===== config.mk =====
export PLATFORM = sky130hd
export DESIGN_NAME = cpu_halt_ctrl
export DESIGN_NICKNAME = d
export VERILOG_FILES = /design/src/rtl/atari7800_cpu_pkg.sv /design/src/rtl/nmi_stretcher.sv /design/src/rtl/cpu_halt_ctrl.sv
export SDC_FILE = /design/constraint.sdc
export NUM_CORES = 1
export LEC_CHECK = 0
export CORE_MARGIN = 2
export CORE_UTILIZATION = 53
export DETAILED_ROUTE_END_ITERATION = 16
export HOLD_SLACK_MARGIN = 0.06
export PLACE_DENSITY = 0.83
export SLEW_MARGIN = 5
export SYNTH_ARGS = -nofsm -noshare
export SYNTH_HDL_FRONTEND = slang
export SYNTH_SLANG_ARGS = --single-unit

===== constraint.sdc =====
create_clock -name clk_sys -period 4.15 [get_ports clk_sys]
set_input_delay 0.83 -clock clk_sys [delete_from_list [all_inputs] [get_ports clk_sys]]
set_output_delay 0.83 -clock clk_sys [all_outputs]
set_load 0.1 [all_outputs]

===== src/rtl/atari7800_cpu_pkg.sv =====
// Shared types and default constants for the Atari 7800 CPU-side halt controller.
//   cpu_state_t    : halt handshake states
//   NMI_CYCLES_DEF : CPU cycles for which NMI is held low
//   STALL_CNT_W    : width of the undelivered-pclk1 counter
package atari7800_cpu_pkg;

  typedef enum logic [1:0] {
    StRun,
    StDrain,
    StHalted,
    StResume
  } cpu_state_t;

  localparam int unsigned NMI_CYCLES_DEF = 2;
  localparam int unsigned STALL_CNT_W    = 13;

endpackage


===== src/rtl/nmi_stretcher.sv =====
// Stretches Maria's DLI request into an NMI that stays low for NMI_CYCLES enabled CPU cycles.
//   clk_sys   : system clock
//   reset_b   : asynchronous active-low reset
//   int_b     : DLI request, active low
//   cpu_ce    : CPU cycle enable; each pulse consumes one NMI cycle
//   cpu_nmi_n : NMI to the CPU, active low, registered
module nmi_stretcher
  import atari7800_cpu_pkg::*;
#(
  parameter int unsigned NMI_CYCLES = NMI_CYCLES_DEF
) (
  input  logic clk_sys,
  input  logic reset_b,
  input  logic int_b,
  input  logic cpu_ce,
  output logic cpu_nmi_n
);

  localparam int unsigned CntW    = (NMI_CYCLES < 2) ? 1 : $clog2(NMI_CYCLES + 1);
  localparam logic [CntW-1:0] CntLoad = CntW'(NMI_CYCLES);

  logic            int_b_q;
  logic [CntW-1:0] cnt_d, cnt_q;
  logic            nmi_n_d, nmi_n_q;

  // The countdown only moves on cpu_ce, so it freezes while the CPU is parked.
  // Edges arriving while it is non-zero are dropped.
  always_comb begin
    cnt_d = cnt_q;
    if (cnt_q != '0) begin
      if (cpu_ce) cnt_d = cnt_q - CntW'(1);
    end else if (int_b_q && !int_b) begin
      cnt_d = CntLoad;
    end
    nmi_n_d = (cnt_d == '0);
  end

  always_ff @(posedge clk_sys or negedge reset_b) begin
    if (!reset_b) begin
      int_b_q <= 1'b1;
      cnt_q   <= '0;
      nmi_n_q <= 1'b1;
    end else begin
      int_b_q <= int_b;
      cnt_q   <= cnt_d;
      nmi_n_q <= nmi_n_d;
    end
  end

  assign cpu_nmi_n = nmi_n_q;

endmodule


===== src/rtl/cpu_halt_ctrl.sv =====
// CPU-side responder to Maria's bus-master signals: produces the 6502 clock enable, RDY and a
// stretched NMI, and reports when the CPU is parked so Maria may start DMA.
//   clk_sys, reset_b   : clock and asynchronous active-low reset
//   pclk0, pclk1       : one-clock phase strobes from Maria
//   halt_b, ready      : DMA request (low) and WSYNC stall (low)
//   int_b, lrc         : DLI request (low) and line-restart counter clear
//   cpu_rw             : current CPU cycle direction (1 = read)
//   cpu_ce             : combinational one-clock CPU cycle enable, aligned to pclk1
//   cpu_rdy, cpu_nmi_n : registered RDY and stretched NMI
//   bus_released       : CPU parked, feeds Maria halt_unlock
//   stall_ticks        : saturating count of pclk1 strobes not delivered since lrc
module cpu_halt_ctrl
  import atari7800_cpu_pkg::*;
#(
  parameter int unsigned NMI_CYCLES = NMI_CYCLES_DEF,
  parameter int unsigned CNT_W      = STALL_CNT_W
) (
  input  logic             clk_sys,
  input  logic             reset_b,
  input  logic             pclk0,
  input  logic             pclk1,
  input  logic             halt_b,
  input  logic             ready,
  input  logic             int_b,
  input  logic             lrc,
  input  logic             cpu_rw,
  output logic             cpu_ce,
  output logic             cpu_rdy,
  output logic             cpu_nmi_n,
  output logic             bus_released,
  output logic [CNT_W-1:0] stall_ticks
);

  cpu_state_t       state_d, state_q;
  logic             bus_released_d, bus_released_q;
  logic             cpu_rdy_q;
  logic [CNT_W-1:0] stall_d, stall_q;
  logic             rdy_stall;

  always_comb begin
    // 6502 RDY only holds read cycles; writes always proceed.
    rdy_stall      = !cpu_rdy_q && cpu_rw;
    cpu_ce         = 1'b0;
    state_d        = state_q;
    bus_released_d = bus_released_q;
    unique case (state_q)
      StRun: begin
        if (pclk1) begin
          cpu_ce = !rdy_stall;
          if (!halt_b) state_d = StDrain;
        end
      end
      StDrain: begin
        if (pclk0) begin
          state_d        = StHalted;
          bus_released_d = 1'b1;
        end
      end
      StHalted: begin
        if (halt_b) begin
          state_d        = StResume;
          bus_released_d = 1'b0;
        end
      end
      StResume: begin
        // A fresh halt request before the first pclk1 parks again without running a cycle.
        if (!halt_b) begin
          state_d = StDrain;
        end else if (pclk1) begin
          cpu_ce  = 1'b1;
          state_d = StRun;
        end
      end
      default: state_d = StRun;
    endcase

    stall_d = stall_q;
    if (lrc) begin
      stall_d = '0;
    end else if (pclk1 && !cpu_ce && !(&stall_q)) begin
      stall_d = stall_q + CNT_W'(1);
    end
  end

  always_ff @(posedge clk_sys or negedge reset_b) begin
    if (!reset_b) begin
      state_q        <= StRun;
      bus_released_q <= 1'b0;
      cpu_rdy_q      <= 1'b1;
      stall_q        <= '0;
    end else begin
      state_q        <= state_d;
      bus_released_q <= bus_released_d;
      cpu_rdy_q      <= ready;
      stall_q        <= stall_d;
    end
  end

  nmi_stretcher #(
    .NMI_CYCLES(NMI_CYCLES)
  ) u_nmi_stretcher (
    .clk_sys  (clk_sys),
    .reset_b  (reset_b),
    .int_b    (int_b),
    .cpu_ce   (cpu_ce),
    .cpu_nmi_n(cpu_nmi_n)
  );

  assign cpu_rdy      = cpu_rdy_q;
  assign bus_released = bus_released_q;
  assign stall_ticks  = stall_q;

endmodule


==> flow_summary.ini, run 1 <==
[power_and_ir_drop]
ir_drop_mv = 0.3023
finalPower_uw = 743.4
p_leak_nw = 0.6050
power_density_nw_per_um2 = 496.3

[clock_tree]
clock-root-buffer = clkbuf_4
clock-sinks = 21
cts_resized = 0
holdBufCountCts = 0
clk_latency_ns = 0.30
cts_tree = yes
path_clk_slew_ns = 0.10
cts.path.max_buffers = 2
htreeDepth = 1
cts_inserted_buffers = 3
cts_setup_buffers = 0

[synth]
synth.yosys.seq_area_share = 0.4365
syn-cell-area_um2 = 1212
synth_edf_count = 0
synth_xor_area_frac = 0
synth_adder_area_share = 0.08256
netlist.area_leader.share = 0.3715
yosysTopAreaCell = dfrtp_1
synth_common_cells = 18 x dfrtp_1, 11 x a21oi_1, 9 x inv_1
synth_nets = 142
yosysWarningCount = 0
synth_area_leaders = dfrtp_1 37%, ha_1 8.3%, dfstp_2 6.5%
synth_top_family_by_area = simple AND/OR/NAND/NOR gates
syn_inst = 125
syn_area_per_cell_um2 = 9.699
yosysMostFrequentCell = dfrtp_1
synth_compound_area_frac = 0.1682
synth-simple-area-share = 0.2208
synth-seq-cells = 21
synthArstFlopShare = 1.000
ys_types = 33
muxShareOfSynthArea = 0.04438
synth_ff_type = dfrtp_1

[route]
vias_per_cell = 5.927
drc = 0
firstDrtPassIters = 5
num_vias = 1055
wirelength_mm = 2.521
drt.antenna.violating_nets = 0
wl_per_cell_um = 14.16
drt_iter0_drc = 23

[die]
die_height_um = 51.83
initial_core_util = 0.5534
die_w_um = 51.83
ios = 26
die_area_um2 = 2686
core.rowCount = 17
core-area_um2 = 2191

[critical_path]
r2r_cells = 5
startpoint_type = input port
rrSetupSlack_ns = 1.73
reg2reg_to = stall_ticks[9]
cp.required_ns = 3.32
critPathKind = in2out
r2r_start = stall_ticks[0]
critPathMaxFanout = 5
cp.arrival_ns = 2.13
end_kind = primary output

[run_status]
status = finished, final reports clean

[layout]
layout.nets = 168
syn_to_final_growth_pct = 23.53
drive_gt1_frac = 0.08667
final_area_um2 = 1498
n_antenna_cell = 0

[timing]
max-slew-margin-rel = 0.2103
final.period_utilization = 0.7131
setup_tns_ns = 0
hold_violations = 0
fin_crit_ns = 2.959
fmax_mhz = 337.9
tightest_slew_ns = 1.175
finalClockSkew_ns = 0.006730
rsz0062_at_grt = no
slew_viol_final = 0
finalSetupViolations = 0

[placed_design]
dpl_cell_area_um2 = 1471
dp_hpwl_mm = 1.855
portBuffers = 25
place_congestion = 0.8433

[global_route]
grt_use_total = 0.2131
antenna_found_initial = 0
grt_max_degree = 23
use_met3 = 0.04310
grt_use_met1 = 0.2761
grt-ovfl-total = 0
first_global_vias = 925
gr-usage-met2 = 0.3502
top_usage_layer = met2
grt_pass1_wl_mm = 4.140

[worst_hold_path]
min_path_cells = 1
hp-class = reg2reg
min_from = u_nmi_stretcher.cnt_q[0]
hold-path-endpoint = u_nmi_stretcher.cpu_nmi_n

[flow_run]
cap_violations = 0
## per-layer routing
| layer | wire length, µm | vias up |
|---|---|---|
| li1 | - | 518 |
| met3 | 101 | 5 |
| met1 | 1099 | 505 |
| met4 | 28 | 0 |
| met2 | 1292 | 27 |
| met5 | 0 | - |
## layout make-up
| cell class | count | area, µm² |
|---|---|---|
| Sequential cell | 21 | 529.3 |
| Timing Repair Buffer | 25 | 247.7 |
| Clock buffer | 4 | 26.28 |
| Tap cell | 28 | 35.03 |
| Inverter | 9 | 33.78 |
| Multi-Input combinational cell | 91 | 625.6 |
| Fill cell | 178 | 693.2 |
## cells by family (layout without fill, tap and decap cells)
logic type      count (synthesis)  count (layout)
fa+ha+maj                       8               8
mux                             5               5
compound gates                 32              32
flops                          21              21
buf+inv                        13              38
simple gates                   46              46
## metrics by stage
stage	util	cells	hold WS (ns)	setup slack, ns
floorplan	-	125	0.4518	1.511
global placement	0.6716	174	0.4673	1.241
detailed placement	0.6716	174	0.4895	1.149
CTS	0.6836	178	0.5053	1.188
global route	0.6836	178	0.5319	1.087
finish	0.6836	178	0.5104	1.191
## cell usage in the layout (no fill, tap or decap), drive strengths merged, types with 2 or more instances in the layout
cell           Yosys  routed
dfrtp             18      18
or3b               2       2
nand4              4       4
dfstp              3       3
o21ai              6       6
nand3              6       6
mux2i              2       2
a21oi             11      11
o211ai             2       2
clkdlybuf4s50      0      24
nor2               5       5
o31ai              8       8
or4                6       6
or3                2       2
nor4               4       4
nand2              7       7
inv                9       9
mux2               3       3
nor3               2       2
nor2b              4       4
and3               2       2
clkbuf             2       4
ha                 8       8
## worst max path at each step
| stage | slack, ns | to | start |
|---|---|---|---|
| 2_1_floorplan | 1.51 | cpu_ce | cpu_rdy |
| 3_3_place_gp | 1.24 | cpu_ce | cpu_rw |
| 3_5_place_dp | 1.15 | stall_ticks[9] | cpu_rw |
| 4_1_cts | 1.19 | cpu_ce | cpu_rw |
| 5_1_grt | 1.09 | cpu_ce | halt_b |
| 6_report | 1.19 | cpu_ce | halt_b |
## power by group
part / total (mW) / internal (mW) / leakage [nW] / switching (mW)
registers: 0.277 / 0.241 / 0.269 / 0.0356
clock network: 0.0951 / 0.0374 / 0.0150 / 0.0577
logic: 0.372 / 0.112 / 0.321 / 0.260
total: 0.743 / 0.390 / 0.605 / 0.353
## critical path: stages
cell	delay, ns
clkdlybuf4s50_1	0.58
or2b_1	0.16
nand4_1	0.16
inv_1	0.10
buf_4	0.29
## state kept, by name, summed over array words and instances, names as in the netlist
signal and flops:
u_nmi_stretcher.cpu_nmi_n 1, stall_ticks 13, state_q 2, u_nmi_stretcher.cnt_q 2
u_nmi_stretcher.int_b_q 1, bus_released 1, cpu_rdy 1
No activity file was read; power rests on OpenSTA's default activity.
==> run 2, diff against run 1 <==
CORE_UTILIZATION = 45   (was 53)
PLACE_DENSITY = 0.75   (was 0.83)
clock period = 2.5 ns   (was 4.15 ns; I/O delays follow)
==> run 2 against run 1 <==
Effect of this change:
- sequential power grew 66%
- worst hold slack worse by 0.0026 ns
- power up 72%
- largest cell class unchanged
- critical path depth stayed put
- clock-buffer cell count is the same
- utilization shrank 8.1 points
- final cell count up 4.5%
- sequential share of layout area is 0.36 points lower
- clock power is 72% higher
- flip-flop and latch count did not move
==> flow_summary.ini, run 2 (synthesized netlist as in run 1, its figures left out) <==
[power_and_ir_drop]
power_density_nw_per_um2 = 843.4
finalPower_mw = 1.282
power_frac_comb = 0.514
power.share.switching = 0.4691
switching_power_uw = 601.4
seqPwrFrac = 0.358
intPower_uw = 680.7
p_leak_nw = 0.6641
p_clk_frac = 0.128
ir_drop_mv = 0.7093

[clock_tree]
holdBufCountCts = 0
cts_tree = yes
clock-root-buffer = clkbuf_4
path_clk_slew_ns = 0.12
cts_inserted_buffers = 3
cts_resized = 0
clock-sinks = 21
clk_latency_ns = 0.30
cts.path.max_buffers = 2
cts_setup_buffers = 0
htreeDepth = 1

[global_route]
first_global_vias = 942
antenna_found_initial = 0
grt-ovfl-total = 0
grt_max_degree = 18
grt_use_total = 0.1667
grt_pass1_wl_mm = 4.264

[timing]
final.period_utilization = 0.9461
fmax_mhz = 422.8
finalSetupViolations = 0
max-slew-margin-rel = 0.6289
slew_viol_final = 0
rsz0062_at_grt = no
whs_ns = 0.5077
fin_crit_ns = 2.365
hold_violations = 0
finalClockSkew_ns = 0.001239
tightest_slew_ns = 0.5548

[route]
wirelength_mm = 2.448
drt_iter0_drc = 25
vias_per_cell = 5.624
wl_per_cell_um = 13.16
drt.antenna.violating_nets = 0
num_vias = 1046
drc = 0
firstDrtPassIters = 4

[critical_path]
max_stage_delay_ns = 0.47
critPathMaxFanout = 6
cp.required_ns = 2.00
end_kind = primary output
crit_path_top_delay_cell = dfrtp_1
crit_path_cell_trace = ha_1 > or3b_1 > nand4_1 > inv_1 > buf_12
cp.arrival_ns = 1.87
critPathKind = reg2out
startpoint_type = flip-flop

[die]
initial_core_util = 0.4807
core.rowCount = 18
die_w_um = 55.91
core-area_um2 = 2522
die_area_um2 = 3125
ios = 26
die_height_um = 55.91

[layout]
final_area_um2 = 1520
layout.nets = 174
n_antenna_cell = 0
mostFrequentLayoutCell = buf_4
syn_to_final_growth_pct = 25.39
drive_gt1_frac = 0.2372
layout_common_cells = 22 x buf_4, 16 x dfrtp_1, 11 x a21oi_1
largest_reg_flops = 13

[run_status]
status = finished, final reports clean

[flow_run]
cap_violations = 0

[placed_design]
dp_hpwl_mm = 1.878
place_congestion = 0.8117
dpl_cell_area_um2 = 1494
portBuffers = 25

[worst_hold_path]
hp-class = reg2reg
[run 2: cell count changes in the layout (fill, tap and decap cells not counted), sizes merged]
| cell | previous run | this run |
|---|---|---|
| clkdlybuf4s50 | 24 | 8 |
| buf | 1 | 23 |
[run 2: final cells by class]
cell class              count  area [µm²]
fillers                   224        1002
flip-flops and latches     21       531.8
repair buffers             31       265.3
well taps                  30       37.54
multi-input cells          91       625.6
inverters                   9       33.78
clock buffers               4       26.28
[run 2: per-stage QoR]
stage                     TNS [ns]  std cells  setup WS (ns)  utilization
after floorplan                  0        125         0.1687            -
after global placement    -0.03274        182       -0.01325       0.5923
after detailed placement   -0.2156        182       -0.07979       0.5923
after CTS                        0        186         0.1294       0.6027
after global routing             0        186        0.02620       0.6027
final                            0        186         0.1349       0.6027
[run 2: path summary, 6_finish.rpt]
| kind | startpoint | slack (ns) | cells after the start | to |
|---|---|---|---|---|
| max | state_q[0] | 0.13 | 5 | cpu_ce |
| min in group asynchronous | reset_b | 0.52 | 1 | stall_ticks[8] |
| max in group asynchronous | reset_b | 1.37 | 2 | u_nmi_stretcher.cpu_nmi_n |
| min | u_nmi_stretcher.cnt_q[0] | 0.51 | 1 | u_nmi_stretcher.cpu_nmi_n |
| min reg2reg | u_nmi_stretcher.cnt_q[0] | 0.51 | 1 | u_nmi_stretcher.cpu_nmi_n |
| max reg2reg | state_q[0] | 0.16 | 5 | stall_ticks[11] |
[run 2: routing by layer]
metal  track usage  share of wire  up-vias
met2        0.2772           0.49       21
li1              -              -      529
met4       0.02041         0.0049        0
met3       0.04419          0.042        2
met5             0              0        -
met1        0.2255           0.47      494
[run 2: power groups by stage]
stage / registers (mW) / clock network [mW] / logic [mW]
detailed placement: 0.466 / 0 / 0.659
floorplan: 0.605 / 0 / 0.350
CTS: 0.459 / 0.171 / 0.660
global placement: 0.463 / 0 / 0.634
global route: 0.472 / 0.182 / 0.724
finish: 0.459 / 0.164 / 0.658
[run 2: critical path: cells and delay by family, from the launching register on]
family,cells,cell delay [ns]
AND/OR/NAND/NOR,2,0.57
flip-flops,1,0.47
buffers and inverters,2,0.27
adder cells (fa/ha/maj),1,0.26
==> run 3, diff against run 2 <==
CAP_MARGIN = 20   (was unset)
PLACE_DENSITY = unset   (was 0.75)
PLACE_DENSITY_LB_ADDON = 0.15   (was unset)
==> run 3 against run 2 <==
Effect of this change:
- maximum frequency is 0.64% lower
- worst setup slack worse by 0.015 ns
- die area stayed put
- via count is 0.29% higher
- critical path type unchanged
- largest cell class unchanged
- largest power group unchanged
==> flow_summary.ini, run 3 (synthesized netlist as in run 1, its figures left out) <==
[global_route]
grt_use_total = 0.1720
grt_use_met1 = 0.2401
grt_pass1_wl_mm = 4.436
antenna_found_initial = 0
gr-usage-met2 = 0.2721
top_usage_layer = met2
grt_max_degree = 22
first_global_vias = 990
grt-ovfl-total = 0
use_met3 = 0.02326

[placed_design]
portBuffers = 25
place_congestion = 0.8170
dp_cells = 181
dp_hpwl_mm = 1.841
post-place-ws_ns = -0.07431

[worst_hold_path]
hp-class = reg2reg

[clock_tree]
clk_latency_ns = 0.30
holdBufCountCts = 0
clock-root-buffer = clkbuf_4
clock-sinks = 21
path_clk_slew_ns = 0.12
cts_tree = yes
htreeDepth = 1
cts_inserted_buffers = 3
cts.path.max_buffers = 2

[power_and_ir_drop]
p_leak_nw = 0.6599
power_density_nw_per_um2 = 841.8
ir_drop_mv = 0.5968

[die]
core-area_um2 = 2522
initial_core_util = 0.4807
core.rowCount = 18
ios = 26
die_height_um = 55.91
die_w_um = 55.91
die_area_um2 = 3125

[layout]
drive_gt1_frac = 0.2387
mostFrequentLayoutCell = buf_4
n_antenna_cell = 0
largest_reg_flops = 13
n_fill_cell = 223
layout.nets = 173
layout.cells.non_filler = 185
syn_to_final_growth_pct = 24.77
layout_common_cells = 21 x buf_4, 16 x dfrtp_1, 11 x a21oi_1

[flow_run]
cap_violations = 0

[route]
drt.antenna.violating_nets = 0
firstDrtPassIters = 4
drt_iter0_drc = 22
wirelength_mm = 2.539
drc = 0
num_vias = 1049
vias_per_cell = 5.670
wl_per_cell_um = 13.72

[timing]
whs_ns = 0.4994
fin_crit_ns = 2.380
hold_violations = 0
max-slew-margin-rel = 0.6277
finalSetupViolations = 0
slew_viol_final = 0
fmax_mhz = 420.1
final.period_utilization = 0.9522
rsz0062_at_grt = no
finalClockSkew_ns = 0.006232
setup_slack_ns = 0.1196
tightest_slew_ns = 0.5567

[critical_path]
cp.arrival_ns = 1.88
crit_family = simple AND/OR/NAND/NOR gates
cp.required_ns = 2.00
crit_path_top_delay_cell = dfrtp_1
end_kind = primary output
startpoint_type = flip-flop
critPathKind = reg2out
max_stage_delay_ns = 0.47
worst-path-buf-inv = 2
crit_path_cell_trace = ha_1 > or3b_1 > nand4_1 > inv_1 > buf_12
critPathMaxFanout = 6

[run_status]
status = finished, final reports clean
run 3: changes by cell type in the layout (fill, tap and decap cells not counted):
cell / previous run / this run
buf_4: 22 / 21
a31o_1: 1 / 0
a31o_2: 0 / 1
run 3: repair_timing:
item,in CTS,in global routing
setup buffers,0,0
hold endpoints to repair,0,0
gates resized for setup,0,1
endpoints found under the setup margin,0,2
run 3: cell type report:
cell class	count	area, µm²	share of cell area
multi-input combinational	91	625.6	0.4136
timing repair buffer	30	257.7	0.1704
tap	30	37.54	0.02481
inverter	9	33.78	0.02233
sequential	21	531.8	0.3515
clock buffer	4	26.28	0.01737
run 3: worst reg2reg max path, cell delays in order (launching register included):
cell,delay [ns]
dfrtp_1,0.47
ha_1,0.26
or3b_1,0.38
a31o_2,0.37
nor4_1,0.34
mux2_2,0.37
run 3: power by group:
group	total, mW	switching, mW	leakage [nW]	internal (mW)
Sequential	0.458	0.0561	0.266	0.402
Clock	0.164	0.102	0.0150	0.0621
Combinational	0.651	0.442	0.379	0.209
Total	1.27	0.600	0.660	0.673
run 3: routing by layer:
layer / share of wire / vias to the layer above
met4: 0.0047 / 0
li1: - / 525
met3: 0.039 / 2
met2: 0.48 / 21
met5: 0 / -
met1: 0.47 / 501
run 3: through the flow:
step | cell area, µm² | TNS [ns] | utilization | power [mW]
2_1_floorplan | 1215 | 0 | - | 0.9557
3_3_place_gp | 1486 | -0.08252 | 0.5893 | 1.089
3_5_place_dp | 1486 | -0.3592 | 0.5893 | 1.115
4_1_cts | 1513 | 0 | 0.5997 | 1.281
5_1_grt | 1513 | 0 | 0.5997 | 1.364
6_report | 1513 | 0 | 0.5997 | 1.273
run 3: path summary, 6_finish.rpt:
path | startpoint | to | slack, ns | cells past startpoint
worst min-delay path | u_nmi_stretcher.cnt_q[0] | u_nmi_stretcher.cpu_nmi_n | 0.50 | 1
worst max register to register | state_q[0] | stall_ticks[11] | 0.21 | 5
worst max-delay path | state_q[0] | cpu_ce | 0.12 | 5
min in group asynchronous | reset_b | state_q[0] | 0.52 | 2
max in group asynchronous | reset_b | u_nmi_stretcher.int_b_q | 1.70 | 2
worst min register to register | u_nmi_stretcher.cnt_q[0] | u_nmi_stretcher.cpu_nmi_n | 0.50 | 1
